## src/rtl/dmem_access_ctrl.sv

```systemverilog
// ME-stage data-memory sequencer: issues one request per load/store, stalls the
// pipeline until the memory acks or the access times out, and tracks errors/counters.
//
// state  | meaning
// IDLE   | no access in flight; evaluates the ME-stage instruction
// ACCESS | request outstanding, waiting for mem_ack or timeout
// DONE   | access finished; pipeline advances this cycle
module dmem_access_ctrl #(
  parameter int TIMEOUT = 16,
  parameter int CNT_W   = 16
) (
  input  logic             clock,
  input  logic             reset,
  input  logic [31:0]      ans_me,
  input  logic [31:0]      b_me,
  input  logic             wmem_me,
  input  logic             m2reg_me,
  output logic             stall,
  output logic             mem_req,
  output logic             mem_we,
  output logic [31:0]      mem_addr,
  output logic [31:0]      mem_wdata,
  input  logic             mem_ack,
  input  logic [31:0]      mem_rdata,
  output logic [31:0]      rdata_me,
  output logic             rdata_vld,
  output logic             err_timeout,
  output logic             err_align,
  output logic [CNT_W-1:0] acc_cnt,
  output logic [CNT_W-1:0] stall_cnt
);

  typedef enum logic [1:0] {
    IDLE   = 2'd0,
    ACCESS = 2'd1,
    DONE   = 2'd2
  } state_t;

  localparam logic [7:0]       TMO_LAST = 8'(TIMEOUT - 1);
  localparam logic [CNT_W-1:0] CNT_ONE  = CNT_W'(1);

  state_t     state;
  logic [7:0] tmo_cnt;
  logic       is_load;
  logic       acc;
  logic       misaligned;

  assign acc        = wmem_me | m2reg_me;
  assign misaligned = (ans_me[1:0] != 2'b00);
  assign stall      = (state == ACCESS) || ((state == IDLE) && acc);

  always_ff @(posedge clock) begin
    if (reset) begin
      state       <= IDLE;
      tmo_cnt     <= 8'd0;
      is_load     <= 1'b0;
      mem_req     <= 1'b0;
      mem_we      <= 1'b0;
      mem_addr    <= 32'd0;
      mem_wdata   <= 32'd0;
      rdata_me    <= 32'd0;
      rdata_vld   <= 1'b0;
      err_timeout <= 1'b0;
      err_align   <= 1'b0;
      acc_cnt     <= '0;
      stall_cnt   <= '0;
    end else begin
      rdata_vld <= 1'b0;
      if (stall && (stall_cnt != {CNT_W{1'b1}}))
        stall_cnt <= stall_cnt + CNT_ONE;

      case (state)
        IDLE: begin
          if (acc) begin
            // a store wins when both requests are raised
            is_load <= ~wmem_me;
            if (misaligned) begin
              state     <= DONE;
              err_align <= 1'b1;
              rdata_me  <= 32'd0;
              rdata_vld <= ~wmem_me;
            end else begin
              state     <= ACCESS;
              mem_req   <= 1'b1;
              mem_we    <= wmem_me;
              mem_addr  <= {ans_me[31:2], 2'b00};
              mem_wdata <= b_me;
              tmo_cnt   <= 8'd0;
            end
          end
        end

        ACCESS: begin
          if (mem_ack) begin
            state     <= DONE;
            mem_req   <= 1'b0;
            mem_we    <= 1'b0;
            acc_cnt   <= acc_cnt + CNT_ONE;
            rdata_vld <= is_load;
            if (is_load)
              rdata_me <= mem_rdata;
          end else if (tmo_cnt == TMO_LAST) begin
            state       <= DONE;
            mem_req     <= 1'b0;
            mem_we      <= 1'b0;
            err_timeout <= 1'b1;
            rdata_me    <= 32'd0;
            rdata_vld   <= is_load;
          end else begin
            tmo_cnt <= tmo_cnt + 8'd1;
          end
        end

        DONE: begin
          state <= IDLE;
        end

        default: begin
          state   <= IDLE;
          mem_req <= 1'b0;
          mem_we  <= 1'b0;
        end
      endcase
    end
  end

endmodule

```

## config.mk

```make
export PLATFORM = sky130hd
export DESIGN_NAME = dmem_access_ctrl
export DESIGN_NICKNAME = d
export VERILOG_FILES = /design/src/rtl/dmem_access_ctrl.sv
export SDC_FILE = /design/constraint.sdc
export NUM_CORES = 1
export LEC_CHECK = 0
export ABC_AREA = 1
export ABC_CLOCK_PERIOD_IN_PS = 3920
export CAP_MARGIN = 20
export CORE_ASPECT_RATIO = 0.75
export CORE_MARGIN = 2
export CORE_UTILIZATION = 45
export DETAILED_ROUTE_END_ITERATION = 16
export PLACE_DENSITY = 0.82
export SETUP_SLACK_MARGIN = 0.3
export SLEW_MARGIN = 20
export SYNTH_ARGS = -nofsm -noshare
export SYNTH_HDL_FRONTEND = slang
export SYNTH_SLANG_ARGS = --single-unit
```

## constraint.sdc

```tcl
create_clock -name clock -period 3.92 [get_ports clock]
set_clock_uncertainty 0.05 [all_clocks]
set_input_delay 0.588 -clock clock [delete_from_list [all_inputs] [get_ports clock]]
set_output_delay 0.588 -clock clock [all_outputs]
set_load 0.05 [all_outputs]
```

-- After elaboration in Yosys (flattened, before gate mapping)
Cells that the tools add are included.
- bitwise operators: 5
- equality and inequality tests: 11
- add/subtract/negate cells: 3
- reduce and logical (&&, ||, !) cells: 15
- mux-type cells: 29
- operator list (kind ; number):
    32-bit two-way mux ; 5
    32-bit one-hot mux with 2 select lines ; 1
    16-bit by 1-bit adder with 16-bit output (second input constant) ; 2
    8-bit two-way mux ; 4
    16-bit inequality test (second input constant) ; 1
    8-bit one-hot mux with 2 select lines ; 1
    1-bit two-way mux ; 10
    2-bit inequality test (second input constant) ; 5
    5-bit AND reduction ; 2
    3-bit AND reduction ; 3
    8-bit by 1-bit adder with 8-bit output (second input constant) ; 1
    8-bit by 4-bit == test with 1-bit output (second input constant) ; 1
    2-bit two-way mux ; 4
    1-bit one-hot mux with 3 select lines ; 2
    2-bit AND reduction ; 3
    1-bit inverter ; 4
    2-bit one-hot mux with 2 select lines ; 1
    4-bit AND reduction ; 1
    2-bit nonzero test ; 2
    3-bit by 2-bit inequality test with 1-bit output (second input constant) ; 1
    3-bit inequality test (second input constant) ; 1
    2-bit by 1-bit == test with 1-bit output (second input constant) ; 1
    2-bit == test (second input constant) ; 1
    1-bit logical AND ; 2
    other kinds (4) ; 4
- bits of input ports: 101
- register bits after elaboration: 142

-- Logic depth before layout (Yosys ltp)
- word-level depth: 4
- mapped depth: 11

-- Least setup slack after synthesis
No wires, ideal clock.
- path type: flip-flop to flip-flop
- start point: register stall_cnt[0]
- end point: register stall_cnt[2]
- required time: 3799 ps
- stages on the path, launching flop included: 9
- buffers on the path: 1
- path slack: 1964 ps
- arrival: 1835 ps
- setup time: 71 ps
- cell sequence: dfxtp_1 ha_1 inv_1 nor2_1 nand2_1 o21ai_0 buf_2 nand2_1 a21oi_1
- word-level cells in the longest chain between the ends: 2
- elaborated cells on any way between the ends: 3
- RTL lines (element ; RTL line ; RTL):
    from (decl) ; 30 ; output logic [CNT_W-1:0] stall_cnt
    from (signal assigned) ; 70 ; stall_cnt <= stall_cnt + CNT_ONE;
    parallel branches: the longest is 2 deep, another holds 16-bit by 1-bit adder with 16-bit output ; - ;
Parallel ways; which one is timed is not known.
A chain may end at the register's enable or synchronous reset.

-- Worst setup path in the final report
- start point: input port m2reg_me
- end point: output port stall
- word-level cells in the longest chain between the ends: 3
- RTL lines (element ; RTL line ; RTL):
    from (decl) ; 17 ; input logic m2reg_me,
    1-bit OR ; 48 ; assign acc = wmem_me | m2reg_me;
    1-bit logical AND ; 50 ; assign stall = (state == ACCESS) || ((state == IDLE) && acc);
    1-bit logical OR ; 50 ;
    to (decl) ; 18 ; output logic stall,
Every way passes these cells.

==> flow_metrics.env <==
export IMPL_outcome="complete, no violations"
export IMPL_worstSetupStartpointType="input port"
export IMPL_fmax_mhz=360
export IMPL_layout_setup_ws_ns=1.14
export IMPL_tritoncts_clock_tree="yes"
export IMPL_number_of_global_route_vias_before_repair=5675
export IMPL_switchingPower_w=0.00124
export IMPL_data_required_time_of_the_critical_path_ns=3.28
export IMPL_synthCells=855
export IMPL_clkPwrFrac_pct=38.4
export IMPL_cts_sinks=142
export IMPL_remaining_drc_errors=0
export IMPL_ir_worst_vdd_uv=305
export IMPL_cts_resized=0
export IMPL_worst_slew_pin_transition_ns=0.751
export IMPL_antenna_found_initial=0
export IMPL_power_switching_fraction_pct=32.0
export IMPL_max_slew_violation_count=0
export IMPL_postLayoutCellArea_mm2=0.00904
export IMPL_areaGrowthSynthToFinish_pct=46.4
export IMPL_fin_crit_ns=2.78
export IMPL_clk_pin_slew_ns=0.06
export IMPL_cts_hold_buffers=0
export IMPL_place_gp_congestion=0.863
export IMPL_dpl_worst_slack_ns=1.09
export IMPL_grt_start_max_net_pins=63
export IMPL_rsz0062_at_grt="no"
export IMPL_cts_buffers_inserted=17
export IMPL_classification_of_the_worst_setup_path="input port to output pin"
export IMPL_nNetsFinal=1170
export IMPL_coreArea_mm2=0.0136
export IMPL_htree_levels=4
export IMPL_worst_r2r_setup_slack_ns=1.82
export IMPL_static_leak_nw=3.58
export IMPL_timing_max_cap_violations=0
export IMPL_antenna_diode_count=0
export IMPL_dr_pass1_iters=5
export IMPL_die_height_um=105
export IMPL_buffer_ports_inserted=232
export IMPL_total_length_of_routed_wires_mm=17.1
export IMPL_floorplan_initialDensity_pct=45.6
export IMPL_rr_endpoint="rdata_me[17]"
export IMPL_number_of_setup_buffers_added_after_cts=0
export IMPL_p_int_w=0.00264
export IMPL_crit_fanout=3
export IMPL_avgRoutedWirePerCell_um=13.6
export IMPL_setup_tns_final_ns=0
export IMPL_timing_hold_worst_class="flop to flop"
export IMPL_drt_iter0_drc=403
export IMPL_global_route_wire_length_before_repair_mm=27.8
export IMPL_ff2ff_path_depth=7
export IMPL_number_of_nets_with_antenna_violations_after_routing=0
export IMPL_worst_setup_path_end_kind="output pin"
export IMPL_synth_warnings=0
export IMPL_worstPathArrival_ns=2.14
export IMPL_grt_usage_pct=23.0
export IMPL_cp_startpoint="m2reg_me"
export IMPL_synth_sequential_area_ratio_pct=46.0
export IMPL_fp_row_count=37
export IMPL_ios=235
export IMPL_fp_dieArea_mm2=0.0147
export IMPL_power_density_relative_to_cell_area_mw_per_mm2=429
export IMPL_hold_start="mem_req"
export IMPL_yosys_cell_types_count=40
export IMPL_mappedNetlistArea_mm2=0.00618
export IMPL_cts_root_buf="clkbuf_16"
export IMPL_max_slew_margin_rel_pct=49.9
export IMPL_total_power_w=0.00388
export IMPL_syn_mean_instance_area_um2=7.23
export IMPL_finalSetupViolCount=0
export IMPL_hold_path_depth=2
export IMPL_finalHoldViolations=0
export IMPL_routed_via_count=6156
export IMPL_post_drt_via_cell_ratio=4.91
export IMPL_final_layout_size_suffix_gt1_share_pct=7.60
export IMPL_insertion_delay_ns=0.42
export IMPL_worstReg2RegStart="tmo_cnt[0]"
export IMPL_postSynthRegisterBits=142
export IMPL_worst_hold_path_endpoint="mem_req"
export IMPL_dpl_hpwl_mm=11.6
export IMPL_final_period_utilization_pct=70.8
export IMPL_combinational_fraction_of_design_power_pct=21.1
export IMPL_cts_path_max_buffers=2
export IMPL_power_share_sequential_pct=40.4
export IMPL_die_width_um=139
export IMPL_placement_cell_area_mm2=0.00850
export IMPL_grt_remaining_overflow=0
[power by group through the flow]
stage	logic, W	registers, W	clock network (W)
final	0.000820	0.00157	0.00149
after floorplan	0.000280	0.00186	0
after detailed placement	0.000821	0.00160	0
after CTS	0.000824	0.00157	0.00152
after global placement	0.000815	0.00160	0
after global routing	0.000879	0.00158	0.00160
[worst max-delay path by stage]
stage | endpoint | depth (start not counted)
2_1_floorplan | stall_cnt[2] | 8
5_1_grt | stall | 4
6_report | stall | 4
3_5_place_dp | rdata_me[17] | 8
3_3_place_gp | rdata_me[4] | 8
4_1_cts | stall | 4
[logic make-up after synthesis]
family / count (synthesis) / share of synthesized area [%]
and+or+nand+nor: 468 / 32.3
adders and majority gates: 3 / 0.607
xor gates and xnor gates: 7 / 0.992
other: 1 / 0.0607
AOI/OAI and AO/OA: 144 / 13.0
buffers and inverters: 90 / 7.03
DFF: 142 / 46.0
[worst max-delay path: stages]
cell and delay (ns):
clkdlybuf4s50_1 0.52, o21ai_2 0.10, nand2_2 0.11, clkdlybuf4s50_1 0.82
[per-layer routing]
metal,wire [um],GRT usage [%]
met1,7560,29.7
met2,7780,35.9
met3,1440,8.31
met4,293,7.72
met5,0,0
[layout make-up]
cell class                      instances  area [um2]
Inverter                               40         150
Clock buffer                           19         433
Timing Repair Buffer                  241        2380
Sequential cell                       142        2840
Clock inverter                         13         109
Tap cell                              175         219
Multi-Input combinational cell        624        2910
Fill cell                            1157        4520
[sequential cells by signal (all words and copies together), names as in the netlist]
name,count
mem_wdata,32
rdata_me,32
mem_addr,30
acc_cnt,16
stall_cnt,16
tmo_cnt,8
state,2
err_align,1
err_timeout,1
is_load,1
mem_req,1
mem_we,1
rdata_vld,1
[Yosys cell counts]
cell type | instances | area (um2)
o211a_1 | 1 | 10.0
o21ai_4 | 2 | 32.5
clkbuf_1 | 21 | 78.8
nand4_1 | 11 | 68.8
a21o_1 | 1 | 7.51
and2_1 | 1 | 6.26
buf_1 | 1 | 3.75
nor2_4 | 4 | 45.0
nand3_4 | 1 | 17.5
dfxtp_1 | 142 | 2840
nor2_8 | 1 | 20.0
nand3_2 | 2 | 20.0
conb_1 | 1 | 3.75
o21ai_0 | 71 | 355
nand3_1 | 54 | 270
o21bai_1 | 1 | 7.51
buf_12 | 1 | 20.0
o21a_1 | 1 | 7.51
nor2_1 | 219 | 822
nand2_2 | 13 | 81.3
a22oi_1 | 1 | 7.51
xor2_1 | 5 | 43.8
nand2_1 | 152 | 571
nand2_4 | 3 | 33.8
inv_1 | 38 | 143
a31o_2 | 1 | 8.76
nand3b_1 | 1 | 7.51
buf_6 | 5 | 56.3
o21ai_2 | 1 | 8.76
a21oi_1 | 54 | 270
a21oi_2 | 10 | 87.6
inv_2 | 2 | 7.51
buf_2 | 15 | 75.1
nor3b_1 | 1 | 7.51
xnor2_1 | 2 | 17.5
nor3_1 | 4 | 20.0
ha_1 | 3 | 37.5
clkbuf_2 | 1 | 5.00
buf_4 | 6 | 45.0
nor2_2 | 1 | 6.26
[through the flow]
step           hold WS (ns)  std cells  util, %
3_3_place_gp          0.399       1222     62.7
3_5_place_dp          0.407       1222     62.7
2_1_floorplan         0.406        856        -
6_report              0.413       1254     66.7
5_1_grt               0.429       1254     66.7
4_1_cts               0.415       1254     66.7
[cells in the final DEF, fill, tap and decap left out, drive strengths merged, types with 2 or more instances in the layout]
cell and count:
nand3 57, xnor2 2, conb 2, buf 10, xor2 5, ha 3
a21oi 64, clkinvlp 6, dfxtp 142, clkinv 2, nor3 4, o21ai 74
clkdlybuf4s50 231, nand2 168, nand4 11, inv 45, nor2 225, clkbuf 19
No activity file was read; power rests on OpenSTA's default activity.
==> patch 1 (config.mk and constraints unchanged) <==
Register the output `acc_cnt` once more, with the module's reset; this adds one clock of latency there. The other outputs are not delayed to match.
--- a/src/rtl/dmem_access_ctrl.sv
+++ b/src/rtl/dmem_access_ctrl.sv
@@ -40,4 +40,6 @@
   localparam logic [CNT_W-1:0] CNT_ONE  = CNT_W'(1);
 
+  logic [CNT_W-1:0] acc_cnt_s0;
+
   state_t     state;
   logic [7:0] tmo_cnt;
@@ -63,5 +65,5 @@
       err_timeout <= 1'b0;
       err_align   <= 1'b0;
-      acc_cnt     <= '0;
+      acc_cnt_s0  <= '0;
       stall_cnt   <= '0;
     end else begin
@@ -96,5 +98,5 @@
             mem_req   <= 1'b0;
             mem_we    <= 1'b0;
-            acc_cnt   <= acc_cnt + CNT_ONE;
+            acc_cnt_s0 <= acc_cnt_s0 + CNT_ONE;
             rdata_vld <= is_load;
             if (is_load)
@@ -125,4 +127,12 @@
   end
 
+  always_ff @(posedge clock) begin
+    if (reset) begin
+      acc_cnt <= '0;
+    end else begin
+      acc_cnt <= acc_cnt_s0;
+    end
+  end
+
 endmodule
 
Behaviour: not the same (Yosys sat finds a counterexample within 4 cycles, from zero or initial values and one cycle with reset high).
==> patch 1 against the original RTL <==
Hold slack got worse by 0.0063 ns; clock power is 9% higher; sequential cell count up 16; via count grew 3.8%; setup slack worse by 0.25 ns; fmax is 8.1% lower; core utilization grew 1.1 points; critical endpoint is now tmo_cnt[4]$_SDFFE_PP0P_; largest power group unchanged; die area is 4.0% higher; largest cell class is now sequential cells; synthesized area up 4.2%; wire length up 4.5%; power rose by 10%; cell area is 3.8% higher.
==> patch 1: results (changes against the original RTL) <==
Synthesis
  • Post-Synth XOR/XNOR Area: 1.09% (+0.096 points)
  • Sequential share of the synthesized area: 49.1% (+3.1 points)
  • Yosys cell types: 33 (-18%)
  • Synth Area in Compound Gates: 11.9% (-1.1 points)
  • Top post-synthesis cells by count: nor2_1 (224), nand2_1 (166), dfxtp_1 (158), o21ai_0 (71), a21oi_1 (68)
  • Most area-consuming cells after synthesis: dfxtp_1 (49%), nor2_1 (13%), nand2_1 (9.7%), o21ai_0 (5.5%), a21oi_1 (5.3%)
  • Adder-Cell Fraction of Synth Area: 0.583% (-0.024 points)

Worst setup path
  • Largest stage delay on the critical path: 0.65 ns (-0.17 ns)
  • Reg-to-reg startpoint: state[1]$_SDFFE_PP0P_
  • Max FO, Critical Path: 65 (+62)
  • Critical Path AT: 3.32 ns (+1.18 ns)

Worst hold path
  • Worst hold start: acc_cnt_s0[15]$_SDFFE_PP0P_

Routing
  • Vias per cell: 4.95 (+0.79%)
  • Initial DRC count: 412 (+2.2%)
  • Wire length per cell: 13.8 µm (+1.5%)
  • Pre-Repair DR Iteration Count: 6 (+1)
  • Detailed-route wire length: 17800 µm (+4.5%)

Place
  • Post-detail-place hpwl: 12200 µm (+5.1%)
  • Cell count after placement: 1259 (+3.0%)
  • RePlAce Congestion: 0.842 (-2.4%)

Global routing
  • Overall Global Routing Usage: 23.2% (+0.22 points)
  • Number of global-route vias before repair: 5949 (+4.8%)
  • Largest net degree at the start of global routing: 66 (+4.8%)

Final layout
  • Layout fillers: 1134 (-2.0%)
  • Share of layout cells above drive strength 1: 4.84% (-2.8 points)
  • Final net count: 1207 (+3.2%)

STA
  • Slew Limit Headroom: 42.6% (-7.3 points)

Run status
  • Status: complete, no violations

Power and ir drop
  • Peak VDD IR: 285 µV (-6.6%)
  • P_leak: 3.79 nW (+5.9%)
## patch 1: cell types whose count changed in the layout (fill, tap and decap cells not counted), moves of 5 or more
cell / before / now
inv_1: 37 / 43
nand2_2: 13 / 1
nand2_1: 152 / 166
a21oi_2: 10 / 0
nand3_1: 54 / 59
a21oi_1: 54 / 68
nor2_1: 219 / 224
dfxtp_1: 142 / 158
## patch 1: worst max-delay path, delay by kind of cell
family        cells  cell delay [ns]
buf+inv           3             1.20
simple gates      7             1.53
## patch 1: stage by stage
step	setup WS, ns	utilization, %	cell area, µm²	hold WS [ns]
2_1_floorplan	1.98	-	6440	0.367
3_3_place_gp	0.692	63.7	8810	0.390
3_5_place_dp	0.682	63.7	8810	0.395
4_1_cts	1.07	67.8	9390	0.404
5_1_grt	0.653	67.8	9390	0.425
6_report	0.898	67.8	9390	0.406
## patch 1: routing by layer
metal | routed length (µm) | global-route usage (%) | share of wire, % | vias up
met4 | 252 | 6.50 | 1.4 | 0
met1 | 7950 | 29.8 | 45 | 2852
li1 | - | - | - | 3281
met5 | 0 | 0 | 0 | -
met2 | 8120 | 36.9 | 46 | 235
met3 | 1520 | 8.59 | 8.5 | 20
## patch 1: cell families after synthesis
family                   after synthesis
flip-flops                           158
XOR/XNOR                               8
buffers and inverters                101
adder cells (fa/ha/maj)                3
other                                  1
AO/OA/AOI/OAI                        147
AND/OR/NAND/NOR                      478
## patch 1: worst paths after layout
path | slack [ns] | cells after the start | to
worst max-delay path | 0.90 | 10 | tmo_cnt[4]$_SDFFE_PP0P_
worst min-delay path | 0.41 | 2 | acc_cnt[15]$_SDFF_PP0_
worst max register to register | 1.25 | 9 | tmo_cnt[4]$_SDFFE_PP0P_
worst min register to register | 0.41 | 2 | acc_cnt[15]$_SDFF_PP0_
## patch 1: area by class of cell
cell class	instances	area (µm²)	share of cell area, %
inverter	49	185	1.97
clock buffer	20	437	4.65
multi-input combinational	638	2850	30.3
clock inverter	12	139	1.48
sequential	158	3160	33.7
timing repair buffer	239	2400	25.6
tap	175	219	2.33
## patch 1: power by group
part | internal, mW | total [mW] | switching, mW
clock network | 0.944 | 1.62 | 0.680
registers | 1.70 | 1.75 | 0.0509
logic | 0.325 | 0.902 | 0.577
==> patch 2 (same flow settings) <==
Without the edit above. `CNT_W`: 16 -> 20.
--- a/src/rtl/dmem_access_ctrl.sv
+++ b/src/rtl/dmem_access_ctrl.sv
@@ -8,5 +8,5 @@
 module dmem_access_ctrl #(
   parameter int TIMEOUT = 16,
-  parameter int CNT_W   = 16
+  parameter int CNT_W   = 20
 ) (
   input  logic             clock,
Interface: changed (resized acc_cnt and stall_cnt); port bits go from 235 to 243. The function was not compared with the original's and may differ.
==> patch 2 against the original RTL <==
Sequential cell count increased by 8; die area increased by 8.9%; highest routed layer unchanged; wire length increased by 14%; largest cell class unchanged; setup slack improved by 0.18 ns; synthesized area increased by 9.2%; global-route usage increased by 0.64 points; non-clock buffer count increased by 5; cell area increased by 7.8%; power increased by 4.0%.
==> patch 2: results (changes against the original RTL) <==
Run status
  • Status: complete, no violations

Global routing
  • First-pass GRT wire length: 31000 µm (+11%)
  • Number of global-route vias before repair: 6290 (+11%)
  • Largest net degree at the start of global routing: 94 (+49%)
  • Gr ovfl total: 0 (unchanged)
  • Initial antenna violation count: 0 (unchanged)
  • Overall Global Routing Usage: 23.7% (+0.64 points)

Final layout
  • Top flop regs: mem_wdata: 32 flops, rdata_me: 32 flops, mem_addr: 30 flops
  • Final net count: 1279 (+9.3%)
  • Ant. Diodes: 0 (unchanged)
  • Share of layout cells above drive strength 1: 5.98% (-1.6 points)

Worst hold path
  • Worst min-delay path class: flop to flop

Routing
  • Vias per cell: 5.03 (+2.5%)
  • Pre-Repair DR Iteration Count: 5 (unchanged)
  • Detailed-route wire length: 19400 µm (+14%)
  • Initial DRC count: 424 (+5.2%)

Synthesis
  • Sequential share of the synthesized area: 44.5% (-1.5 points)
  • Top post-synthesis cells by count: nand2_1 (247), dfxtp_1 (150), nand3_1 (133), a21oi_1 (131), nor2_1 (112)
  • Yosys cell types: 36 (-10%)
  • Most area-consuming cells after synthesis: dfxtp_1 (44%), nand2_1 (14%), nand3_1 (9.9%), a21oi_1 (9.7%), nor2_1 (6.2%)

Worst setup path
  • Max FO, Critical Path: 12 (+9)

Power and ir drop
  • Peak VDD IR: 338 µV (+11%)
  • P_leak: 3.67 nW (+2.4%)
  • Sw power: 1.24 mW (+0.12%)

Place
  • Port Buf Inserts: 240 (+3.4%)
  • RePlAce Congestion: 0.878 (+1.8%)
  • Post-detail-place hpwl: 13300 µm (+15%)

Clocking
  • Clock Root Buffer: clkbuf_16
  • Max clock buf depth: 2 (unchanged)
  • CTS Buf Count: 17 (unchanged)

STA
  • Slew Limit Headroom: 29.1% (-21 points)
patch 2: path summary, 6_finish.rpt:
| kind | start | endpoint | slack [ns] | cells after the start |
|---|---|---|---|---|
| min reg2reg | mem_wdata[22]$_SDFFE_PP0P_ | mem_wdata[22]$_SDFFE_PP0P_ | 0.41 | 2 |
| max | state[1]$_SDFFE_PP0P_ | stall | 1.33 | 4 |
| max reg2reg | tmo_cnt[0]$_SDFFE_PP0P_ | rdata_me[11]$_SDFFE_PP0P_ | 1.51 | 9 |
| min | mem_wdata[22]$_SDFFE_PP0P_ | mem_wdata[22]$_SDFFE_PP0P_ | 0.41 | 2 |
patch 2: cells by family (layout without fill, tap and decap cells):
kind of cell               Yosys count  count (layout)  synth area share [%]
AOI/OAI and AO/OA                  151             151                  11.5
DFF                                150             150                  44.5
xor gates and xnor gates             9               9                  1.17
adders and majority gates            3               3                 0.556
and+or+nand+nor                    536             536                  34.4
buffers and inverters              115             337                  7.79
other                                1               2                0.0556
patch 2: stage by stage:
step	hold WS (ns)	cells	setup WS, ns	instance area [µm²]	power [mW]
finish	0.410	1388	1.33	9750	4.04
global route	0.426	1388	1.17	9750	4.21
CTS	0.412	1388	1.33	9750	4.08
detailed placement	0.403	1356	1.15	9170	2.47
global placement	0.397	1356	1.19	9170	2.46
floorplan	0.409	966	1.96	6750	2.19
patch 2: cell type report:
class / count / area (µm²)
inverter: 59 / 221
sequential: 150 / 3000
tap: 200 / 250
fill: 1255 / 4800
clock inverter: 14 / 141
timing repair buffer: 246 / 2450
multi-input combinational: 701 / 3240
clock buffer: 18 / 439
patch 2: per-layer routing:
| layer | track usage (%) | up-vias | wire length, µm |
|---|---|---|---|
| met5 | 0 | - | 0 |
| met2 | 36.7 | 254 | 8590 |
| met4 | 7.98 | 0 | 351 |
| met1 | 31.4 | 3124 | 8700 |
| li1 | - | 3573 | - |
| met3 | 7.74 | 32 | 1730 |
patch 2: power by group through the flow:
stage          logic (mW)  clock network (mW)  registers (mW)
2_1_floorplan       0.279                   0            1.91
3_3_place_gp        0.792                   0            1.67
3_5_place_dp        0.798                   0            1.67
4_1_cts             0.802                1.63            1.64
5_1_grt             0.857                1.70            1.65
6_report            0.799                1.60            1.64
patch 2: worst max-delay path: stages, from the launching register on:
cell and delay, ns:
dfxtp_1 0.43, inv_2 0.07, nand2_1 0.43, nand2_2 0.35, buf_12 0.25
